File: src/rtl/llmint8_pkg.sv
// Shared types and helpers for the int8 quantisation path.
// Used by fixed_absmax_row_scheduler and fixed_max_accumulator.
package llmint8_pkg;

  // Row scheduler FSM states.
  typedef enum logic [1:0] {
    ST_IDLE  = 2'd0,
    ST_FEED  = 2'd1,
    ST_DRAIN = 2'd2,
    ST_EMIT  = 2'd3
  } absmax_state_t;

  // Number of tree-width chunks that make up one row.
  function automatic int absmax_chunks(input int row_size, input int in_size);
    return row_size / in_size;
  endfunction

  // Largest positive magnitude representable in a signed in_width-bit value.
  function automatic int ABSMAX_SAT(input int in_width);
    return (1 << (in_width - 1)) - 1;
  endfunction

endpackage

File: src/rtl/fixed_max_accumulator.sv
// Running unsigned max of chunk magnitudes for one row.
// Optional build macro: ABSMAX_SATURATE_EN folds the overflowed magnitude
// 2^(IN_WIDTH-1) as 2^(IN_WIDTH-1)-1 so the result fits the signed range.
module fixed_max_accumulator
  import llmint8_pkg::*;
#(
  parameter int IN_WIDTH = 16
) (
  input  logic                clk,
  input  logic                rst,
  input  logic                clear,
  input  logic                load,
  input  logic                update,
  input  logic [IN_WIDTH-1:0] value,
  output logic [IN_WIDTH-1:0] acc
);

  logic [IN_WIDTH-1:0] value_fold;

`ifdef ABSMAX_SATURATE_EN
  localparam logic [IN_WIDTH-1:0] OVF_MAG = {1'b1, {(IN_WIDTH-1){1'b0}}};
  localparam logic [IN_WIDTH-1:0] SAT_MAG = IN_WIDTH'(ABSMAX_SAT(IN_WIDTH));

  // Clamp abs(most-negative) to the largest positive magnitude.
  always_comb begin
    value_fold = (value == OVF_MAG) ? SAT_MAG : value;
  end
`else
  // Magnitude folded unchanged, including 2^(IN_WIDTH-1).
  always_comb begin
    value_fold = value;
  end
`endif

  // Accumulator register: clear wins, first return loads, later returns keep the max.
  always_ff @(posedge clk or negedge rst) begin
    if (!rst) begin
      acc <= '0;
    end else if (clear) begin
      acc <= '0;
    end else if (load) begin
      acc <= value_fold;
    end else if (update && (value_fold > acc)) begin
      acc <= value_fold;
    end
  end

endmodule

File: src/rtl/fixed_absmax_row_scheduler.sv
// Feeds one row through a pipelined comparator tree chunk by chunk, limits
// chunks in flight with credits, and folds the returned magnitudes into the
// row absmax. Optional build macro: ABSMAX_SATURATE_EN (see accumulator).
//
// state    | meaning
// ---------+------------------------------------------------------
// ST_IDLE  | no row active, counters at zero, waiting for first chunk
// ST_FEED  | chunks being issued, returns folded as they arrive
// ST_DRAIN | all chunks issued, waiting for remaining returns
// ST_EMIT  | row_max valid and held until accepted
module fixed_absmax_row_scheduler
  import llmint8_pkg::*;
#(
  parameter int IN_SIZE         = 4,
  parameter int IN_WIDTH        = 16,
  parameter int ROW_SIZE        = 16,
  parameter int MAX_OUTSTANDING = 4
) (
  input  logic                             clk,
  input  logic                             rst,
  input  logic [IN_SIZE-1:0][IN_WIDTH-1:0] data_in,
  input  logic                             data_in_valid,
  output logic                             data_in_ready,
  output logic [IN_SIZE-1:0][IN_WIDTH-1:0] tree_in,
  output logic                             tree_in_valid,
  input  logic                             tree_in_ready,
  input  logic [IN_WIDTH-1:0]              tree_out,
  input  logic                             tree_out_valid,
  output logic                             tree_out_ready,
  output logic [IN_WIDTH-1:0]              row_max,
  output logic                             row_max_valid,
  input  logic                             row_max_ready,
  output logic                             row_busy
);

  localparam int CHUNKS = absmax_chunks(ROW_SIZE, IN_SIZE);
  localparam int CNT_W  = $clog2(CHUNKS + 1);
  localparam int OUT_W  = $clog2(MAX_OUTSTANDING + 1);

  localparam logic [CNT_W-1:0] CHUNKS_C  = CNT_W'(CHUNKS);
  localparam logic [CNT_W-1:0] LAST_C    = CNT_W'(CHUNKS - 1);
  localparam logic [OUT_W-1:0] MAX_OUT_C = OUT_W'(MAX_OUTSTANDING);

  absmax_state_t    state_q, state_d;
  logic [CNT_W-1:0] issued_q, issued_d;
  logic [CNT_W-1:0] returned_q, returned_d;
  logic [OUT_W-1:0] outstanding_q, outstanding_d;

  logic can_issue;
  logic issue_fire;
  logic ret_fire;
  logic row_accept;
  logic [IN_WIDTH-1:0] acc;

  // Issue is allowed only before the row is fully issued and while credits remain.
  // Credits depend on registered state only, so tree_out_valid never reaches data_in_ready.
  always_comb begin
    can_issue = ((state_q == ST_IDLE) || (state_q == ST_FEED)) &&
                (issued_q < CHUNKS_C) && (outstanding_q < MAX_OUT_C);
  end

  // Handshake decode; rst gating keeps the tree quiet while reset is held.
  always_comb begin
    tree_in        = data_in;
    tree_in_valid  = rst && data_in_valid && can_issue;
    data_in_ready  = rst && tree_in_ready && can_issue;
    tree_out_ready = (state_q == ST_FEED) || (state_q == ST_DRAIN);
    issue_fire     = tree_in_valid && tree_in_ready;
    ret_fire       = tree_out_valid && tree_out_ready;
    row_accept     = (state_q == ST_EMIT) && row_max_ready;
  end

  // Next-state logic.
  always_comb begin
    state_d = state_q;
    case (state_q)
      ST_IDLE: begin
        if (issue_fire) begin
          state_d = (issued_q == LAST_C) ? ST_DRAIN : ST_FEED;
        end
      end
      ST_FEED: begin
        if (issue_fire && (issued_q == LAST_C)) begin
          state_d = ST_DRAIN;
        end
      end
      ST_DRAIN: begin
        if (ret_fire && (returned_q == LAST_C)) begin
          state_d = ST_EMIT;
        end
      end
      ST_EMIT: begin
        if (row_max_ready) begin
          state_d = ST_IDLE;
        end
      end
      default: state_d = ST_IDLE;
    endcase
  end

  // Chunk and credit counters; an issue and a return together cancel on outstanding.
  always_comb begin
    issued_d      = issued_q;
    returned_d    = returned_q;
    outstanding_d = outstanding_q;
    if (row_accept) begin
      issued_d   = '0;
      returned_d = '0;
    end else begin
      if (issue_fire) begin
        issued_d = issued_q + CNT_W'(1);
      end
      if (ret_fire) begin
        returned_d = returned_q + CNT_W'(1);
      end
    end
    case ({issue_fire, ret_fire})
      2'b10:   outstanding_d = outstanding_q + OUT_W'(1);
      2'b01:   outstanding_d = outstanding_q - OUT_W'(1);
      default: outstanding_d = outstanding_q;
    endcase
  end

  // State and counter registers.
  always_ff @(posedge clk or negedge rst) begin
    if (!rst) begin
      state_q       <= ST_IDLE;
      issued_q      <= '0;
      returned_q    <= '0;
      outstanding_q <= '0;
    end else begin
      state_q       <= state_d;
      issued_q      <= issued_d;
      returned_q    <= returned_d;
      outstanding_q <= outstanding_d;
    end
  end

  fixed_max_accumulator #(
    .IN_WIDTH (IN_WIDTH)
  ) u_acc (
    .clk    (clk),
    .rst    (rst),
    .clear  (row_accept),
    .load   (ret_fire && (returned_q == '0)),
    .update (ret_fire),
    .value  (tree_out),
    .acc    (acc)
  );

  // Result hand-off straight from registered state; acc is frozen in EMIT.
  always_comb begin
    row_max       = acc;
    row_max_valid = (state_q == ST_EMIT);
    row_busy      = (state_q != ST_IDLE);
  end

endmodule

File: config.mk
export PLATFORM = sky130hd
export DESIGN_NAME = fixed_absmax_row_scheduler
export DESIGN_NICKNAME = d
export VERILOG_FILES = /design/src/rtl/llmint8_pkg.sv /design/src/rtl/fixed_max_accumulator.sv /design/src/rtl/fixed_absmax_row_scheduler.sv
export SDC_FILE = /design/constraint.sdc
export NUM_CORES = 1
export LEC_CHECK = 0
export ABC_AREA = 1
export ABC_CLOCK_PERIOD_IN_PS = 2500
export BUFFER_PORTS_ARGS = -buffer_cell sky130_fd_sc_hd__buf_4
export CAP_MARGIN = 40
export CELL_PAD_IN_SITES_DETAIL_PLACEMENT = 1
export CELL_PAD_IN_SITES_GLOBAL_PLACEMENT = 1
export CORE_MARGIN = 10
export CORE_UTILIZATION = 28
export CTS_CLUSTER_SIZE = 40
export DETAILED_ROUTE_END_ITERATION = 10
export PLACE_DENSITY_LB_ADDON = 0.05
export SLEW_MARGIN = 20
export SYNTH_ARGS = -nofsm -noshare
export SYNTH_HDL_FRONTEND = slang
export SYNTH_HIERARCHICAL = 1
export SYNTH_SLANG_ARGS = --single-unit
File: constraint.sdc
create_clock -name clk -period 2.5 [get_ports clk]
set_input_delay 0.125 -clock clk [delete_from_list [all_inputs] [get_ports clk]]
set_output_delay 0.125 -clock clk [all_outputs]
set_load 0.02 [all_outputs]
* Yosys cells after proc, flatten, opt, wreduce, memory -nomap -nowiden *
Cells that the tools add are included.

storage, ports and cells
  flip-flop bits (word level) = 27
  output and inout port bits = 85
  word-level logic and storage cells = 60

operators by class
  add/subtract/negate cells = 4
  magnitude comparators = 3
  eq/ne operators = 11
  muxes and demuxes = 14
  reduce and logical (&&, ||, !) cells = 23

operators by type and width
  kind                                                                      count
  16-bit two-way mux                                                        3
  16-bit greater-than comparator                                            1
  1-bit logical AND                                                         13
  3-bit two-way mux                                                         4
  2-bit two-way mux                                                         5
  3-bit by 1-bit adder with 3-bit output (second input constant)            3
  2-bit case mux with 4 select lines                                        1
  2-bit nonzero test                                                        4
  2-bit equality test (second input constant)                               3
  3-bit by 2-bit equality test with 1-bit output (second input constant)    2
  3-bit less-than comparator (second input constant)                        2
  2-bit by 1-bit inequality test with 1-bit output (second input constant)  3
  3-bit case mux with 2 select lines                                        1
  2-bit by 1-bit equality test with 1-bit output (second input constant)    2
  4-bit AND reduction                                                       1
  3-bit logical NOT                                                         1
  3-bit nonzero test                                                        1
  3-bit by 1-bit subtractor with 3-bit output (second input constant)       1
  2-bit logical NOT                                                         1
  1-bit logical OR                                                          2
  2-bit inequality test (second input constant)                             1

* Logic depth before layout (Yosys ltp) *
  depth after elaboration = 9
  depth in mapped cells = 16

* Cells and area by module *
The synthesis kept the hierarchy.

modules (own cells, without submodules)
  module                      times used  cells an instance  area an instance (sq um)
  fixed_absmax_row_scheduler  1           158                1,247.4
  fixed_max_accumulator       1           175                1,212.4

* Worst setup path before layout *
No wires, ideal clock.

  path kind = register -> register
  start = reg state_q[0]
  end = reg outstanding_q[2]
  data arrival time = 1,944 ps
  path slack = 476 ps
  cell stages (with the launch flop) = 12
  clock period less this slack = 2,024 ps
  cell sequence = dfrtp_1 -> inv_1 -> ha_1 -> nand2_1 -> inv_2 -> ha_1 -> inv_2 -> fa_1 -> nor2_1 -> nor2_1 -> nand2_1 -> xnor2_1

between the ends
  elaborated cells on any way between the ends = 14

RTL lines
  what                                                                                          RTL line                           text
  start, declared                                                                               fixed_absmax_row_scheduler.sv:44   absmax_state_t state_q, state_d;
  start signal, assigned                                                                        fixed_absmax_row_scheduler.sv:132  state_q <= state_d;
  2-bit by 1-bit equality test with 1-bit output / 2-bit equality test (equally long branches)  fixed_absmax_row_scheduler.sv:67   tree_out_ready = (state_q == ST_FEED) || (state_q == ST_DRAIN);
  1-bit logical OR *                                                                            fixed_absmax_row_scheduler.sv:67
  via tree_out_ready                                                                            fixed_absmax_row_scheduler.sv:29   output logic tree_out_ready,
  1-bit logical AND *                                                                           fixed_absmax_row_scheduler.sv:69   ret_fire = tree_out_valid && tree_out_ready;
  via ret_fire                                                                                  fixed_absmax_row_scheduler.sv:51   logic ret_fire;
  2-bit by 1-bit equality test with 1-bit output / 2-bit equality test (equally long branches)  fixed_absmax_row_scheduler.sv:117  case ({issue_fire, ret_fire})
  3-bit case mux with 2 select lines / 2-bit nonzero test (equally long branches)               -
  end signal, assigned                                                                          fixed_absmax_row_scheduler.sv:135  outstanding_q <= outstanding_d;
  end, declared                                                                                 fixed_absmax_row_scheduler.sv:47   logic [OUT_W-1:0] outstanding_q, outstanding_d;

Mark *: on every way through the listed nets, which the timed path passes. The rest lies on a longest branch.
A chain may end at the register's enable or synchronous reset.

* Worst setup path after layout *
  start = reg state_q[1]
  end = reg outstanding_q[2]

between the ends
  elaborated cells on any way between the ends = 14

RTL lines
  what                                                                                          RTL line
  2-bit by 1-bit equality test with 1-bit output / 2-bit equality test (equally long branches)  fixed_absmax_row_scheduler.sv:67
  1-bit logical OR *                                                                            fixed_absmax_row_scheduler.sv:67
  1-bit logical AND *                                                                           fixed_absmax_row_scheduler.sv:69
  via ret_fire                                                                                  fixed_absmax_row_scheduler.sv:51
  2-bit by 1-bit equality test with 1-bit output / 2-bit equality test (equally long branches)  fixed_absmax_row_scheduler.sv:117
  3-bit case mux with 2 select lines / 2-bit nonzero test (equally long branches)               -

Marked as above.

==> summary.txt <==
Yosys
  • Primary FF master, synth: dfrtp_1
  • Post-synth EDFFs: 0
  • Xor and xnor fraction of the mapped netlist area: less than 1%
  • Average size of a mapped cell: approximately 7.4 µm²
  • Post-Synth Simple-Gate Area: 23.9%
  • YS warnings: 6
  • Most frequent cell after synthesis: nand2_1
  • Synth Area in Compound Gates: 4.17%
  • Flops & latches, synth: 27
  • Top post-synthesis cells by area: dfrtp_1 27%, buf_4 20%, ha_1 14%, nand2_1 11%, inv_1 7.9%
  • Netlist cell types: 25
  • Top cell type by total area after synthesis: dfrtp_1
  • Syn Std Cell Area: 0.00246 mm²
  • Mux cell area share after synthesis: 0%
  • Seq/Total Area, Yosys: 27.5%
  • Syn Inst Count: between 300 and 400
  • Ys async rst share: 100%
  • Top-area cell type share of the netlist area: 27.5%
  • Syn Nets: about 450
  • Leading cell types by count after synthesis: 74 x nand2_1, 65 x buf_4, 52 x inv_1
  • Post-Synth Adder-Cell Area: between 10 and 15%
  • Largest family of logic cells by synthesized area: buffers and inverters

Route
  • Final wirelength: 6130 µm
  • Via count: 1820
  • Number of remaining DRC errors: 0
  • Routed Antenna Nets: 0
  • Vias/cell: around 4.3
  • Total iterations of the first detailed-routing run: 4
  • Drt initial violations: 38
  • Wire length per cell: 14.5 µm

Clock tree
  • Clk_lat worst skew: between 0.2 and 0.3 ns
  • Clock tree buffer depth: 2
  • CTS tree: yes
  • Clk sinks: 27
  • Worst-path clk slew: 0.11 ns
  • Post_cts resized: 0
  • TritonCTS Buffers: 3
  • Root Buffer: clkbuf_8
  • H-tree levels: 1

Hold path
  • Hold path start: tree_out[2]
  • HP Class: in -> reg

STA
  • Final Critical Period: 2.12 ns
  • Hold Fails Final Rpt: 0
  • Setup violators final: 0
  • Slew headroom: between 70% and 80%
  • Highest Clock Rate: 472 MHz
  • Final Cycle Share: between 80% and 90%
  • Slew Viols, Final: 0
  • Post-route setup slack: 0.383 ns
  • Slew at the pin with the worst max-slew slack: between 0.4 and 0.5 ns
  • Final Skew: between 0.006 and 0.007 ns
  • RSZ-0062 raised after global routing: false
  • Setup_tns: 0 ns

Run status
  • Status: completed

Global routing
  • GRT overflow: 0
  • Largest net degree at the start of global routing: 29
  • GRT Util Overall: under 10%
  • Initial antenna violation count: 0
  • Vias in the first global route: 2004
  • Global-route wire length before repair: 10100 µm

Worst setup path
  • Worst R2R Start: state_q[1]
  • Crit start category: flip-flop
  • CP Max Fanout: 6
  • Crit. End Element: flip-flop
  • Critical Path AT: 2.34 ns
  • Crit path required time: 2.72 ns
  • Setup crit start: state_q[1]
  • Critical path class: reg -> reg

Floorplan
  • Die Wd: around 110 µm
  • Initial Utilization: 28.5%
  • Die area: 0.0129 mm²
  • Die H: 114 µm
  • Core Box Area: 0.00864 mm²
  • Rows: 34
  • Boundary pin count: 171

Layout
  • Syn-to-layout area delta: 0.661%
  • Fillers: 1097
  • Nets: 429
  • Diode count: 0
  • Final non-filler cell total: 422
  • Register area: between 600 and 700 µm²
  • Area occupied by multi-input gates: roughly 0.0011 mm²
  • Share of layout cells above drive strength 1: between 10% and 20%

Job
  • Max-capacitance violation count: 0

Place
  • Placer Congestion: roughly 0.73
  • PortBufs: 42
  • Dpl ws: roughly 0.38 ns
  • Hpwl dp: 4630 µm
  • Placed cell count: roughly 420

Pwr
  • Maximum vdd drop: around 0.42 mV
  • Leakage: 1.42 nW
  • Cell area power density: approximately 1100 mW/mm²
[layer usage]
metal	track usage, %	vias to the layer above	wire length (µm)
met5	0	-	0
met3	3.31	13	423
li1	-	911	-
met4	3.30	0	82
met1	11.6	844	2800
met2	15.8	52	2830
[logic make-up (layout without fill, tap and decap cells)]
logic type                 Yosys count  count (layout)
DFF                                 27              27
and+or+nand+nor                    134             134
adders and majority gates           28              28
xor gates and xnor gates             2               2
buffers and inverters              124             105
AOI/OAI and AO/OA                   18              18
[final cells by class]
cell class | count | area share (%)
clock buffers | 4 | 1.82
flip-flops and latches | 27 | 27.3
multi-input cells | 182 | 43.1
repair buffers | 46 | 14.0
well taps | 108 | 5.46
inverters | 55 | 8.34
[metrics by stage]
stage / power, mW / cell area (µm²) / hold slack (ns) / utilization [%]
finish: 2.81 / 2480 / 0.148 / 28.7
floorplan: 2.15 / 2460 / -0.171 / -
CTS: 2.90 / 2480 / 0.135 / 28.7
global placement: 2.60 / 2420 / 0.240 / 28.0
detailed placement: 2.60 / 2420 / 0.232 / 28.0
global route: 3.18 / 2480 / 0.158 / 28.7
[flip-flops by register name, indices dropped and copies added (netlist names)]
name,count
state_q,2
returned_q,3
outstanding_q,3
issued_q,3
u_acc/acc,16
[report_power, final]
part | internal (mW) | switching [mW]
Combinational | 0.684 | 1.05
Sequential | 0.645 | 0.162
Clock | 0.115 | 0.162
[placed cells by master, fill, tap and decap left out, types with 2 or more instances in the layout]
| cell type | synthesis | layout |
|---|---|---|
| nand2_1 | 74 | 74 |
| ha_1 | 27 | 27 |
| buf_4 | 65 | 45 |
| inv_1 | 52 | 52 |
| inv_2 | 3 | 3 |
| xnor2_1 | 2 | 2 |
| nor2_2 | 4 | 4 |
| nor2_1 | 26 | 26 |
| clkbuf_8 | 0 | 3 |
| nand3_1 | 24 | 24 |
| a21oi_1 | 6 | 6 |
| o21ai_1 | 4 | 4 |
| nand4_1 | 2 | 2 |
| dfrtp_1 | 27 | 27 |
| nand2_4 | 2 | 2 |
| o21a_1 | 2 | 2 |
| o21ai_0 | 3 | 3 |
[worst max-delay path, stage by stage, from the launching register on]
cell and delay [ns]:
dfrtp_1 0.41, inv_1 0.09, ha_1 0.34, nand2_1 0.12, inv_2 0.14, ha_1 0.18
inv_2 0.05, fa_1 0.37, nor2_1 0.11, nor2_1 0.04, nand2_1 0.07, xnor2_1 0.11
[what timing repair did]
item,in CTS,in global routing
endpoints found under the hold margin,27,0
setup buffers,0,0
hold buffers,1,0
[final timing paths]
check	to	slack (ns)	cells past startpoint
worst max-delay path	outstanding_q[2]	0.38	11
worst min-delay path	u_acc/acc[2]	0.15	5
worst max register to register	outstanding_q[2]	0.38	11
worst min register to register	outstanding_q[0]	0.49	1
max in group asynchronous	u_acc/acc[1]	1.77	3
min in group asynchronous	u_acc/acc[13]	0.44	3
No activity file was read; power rests on OpenSTA's default activity.
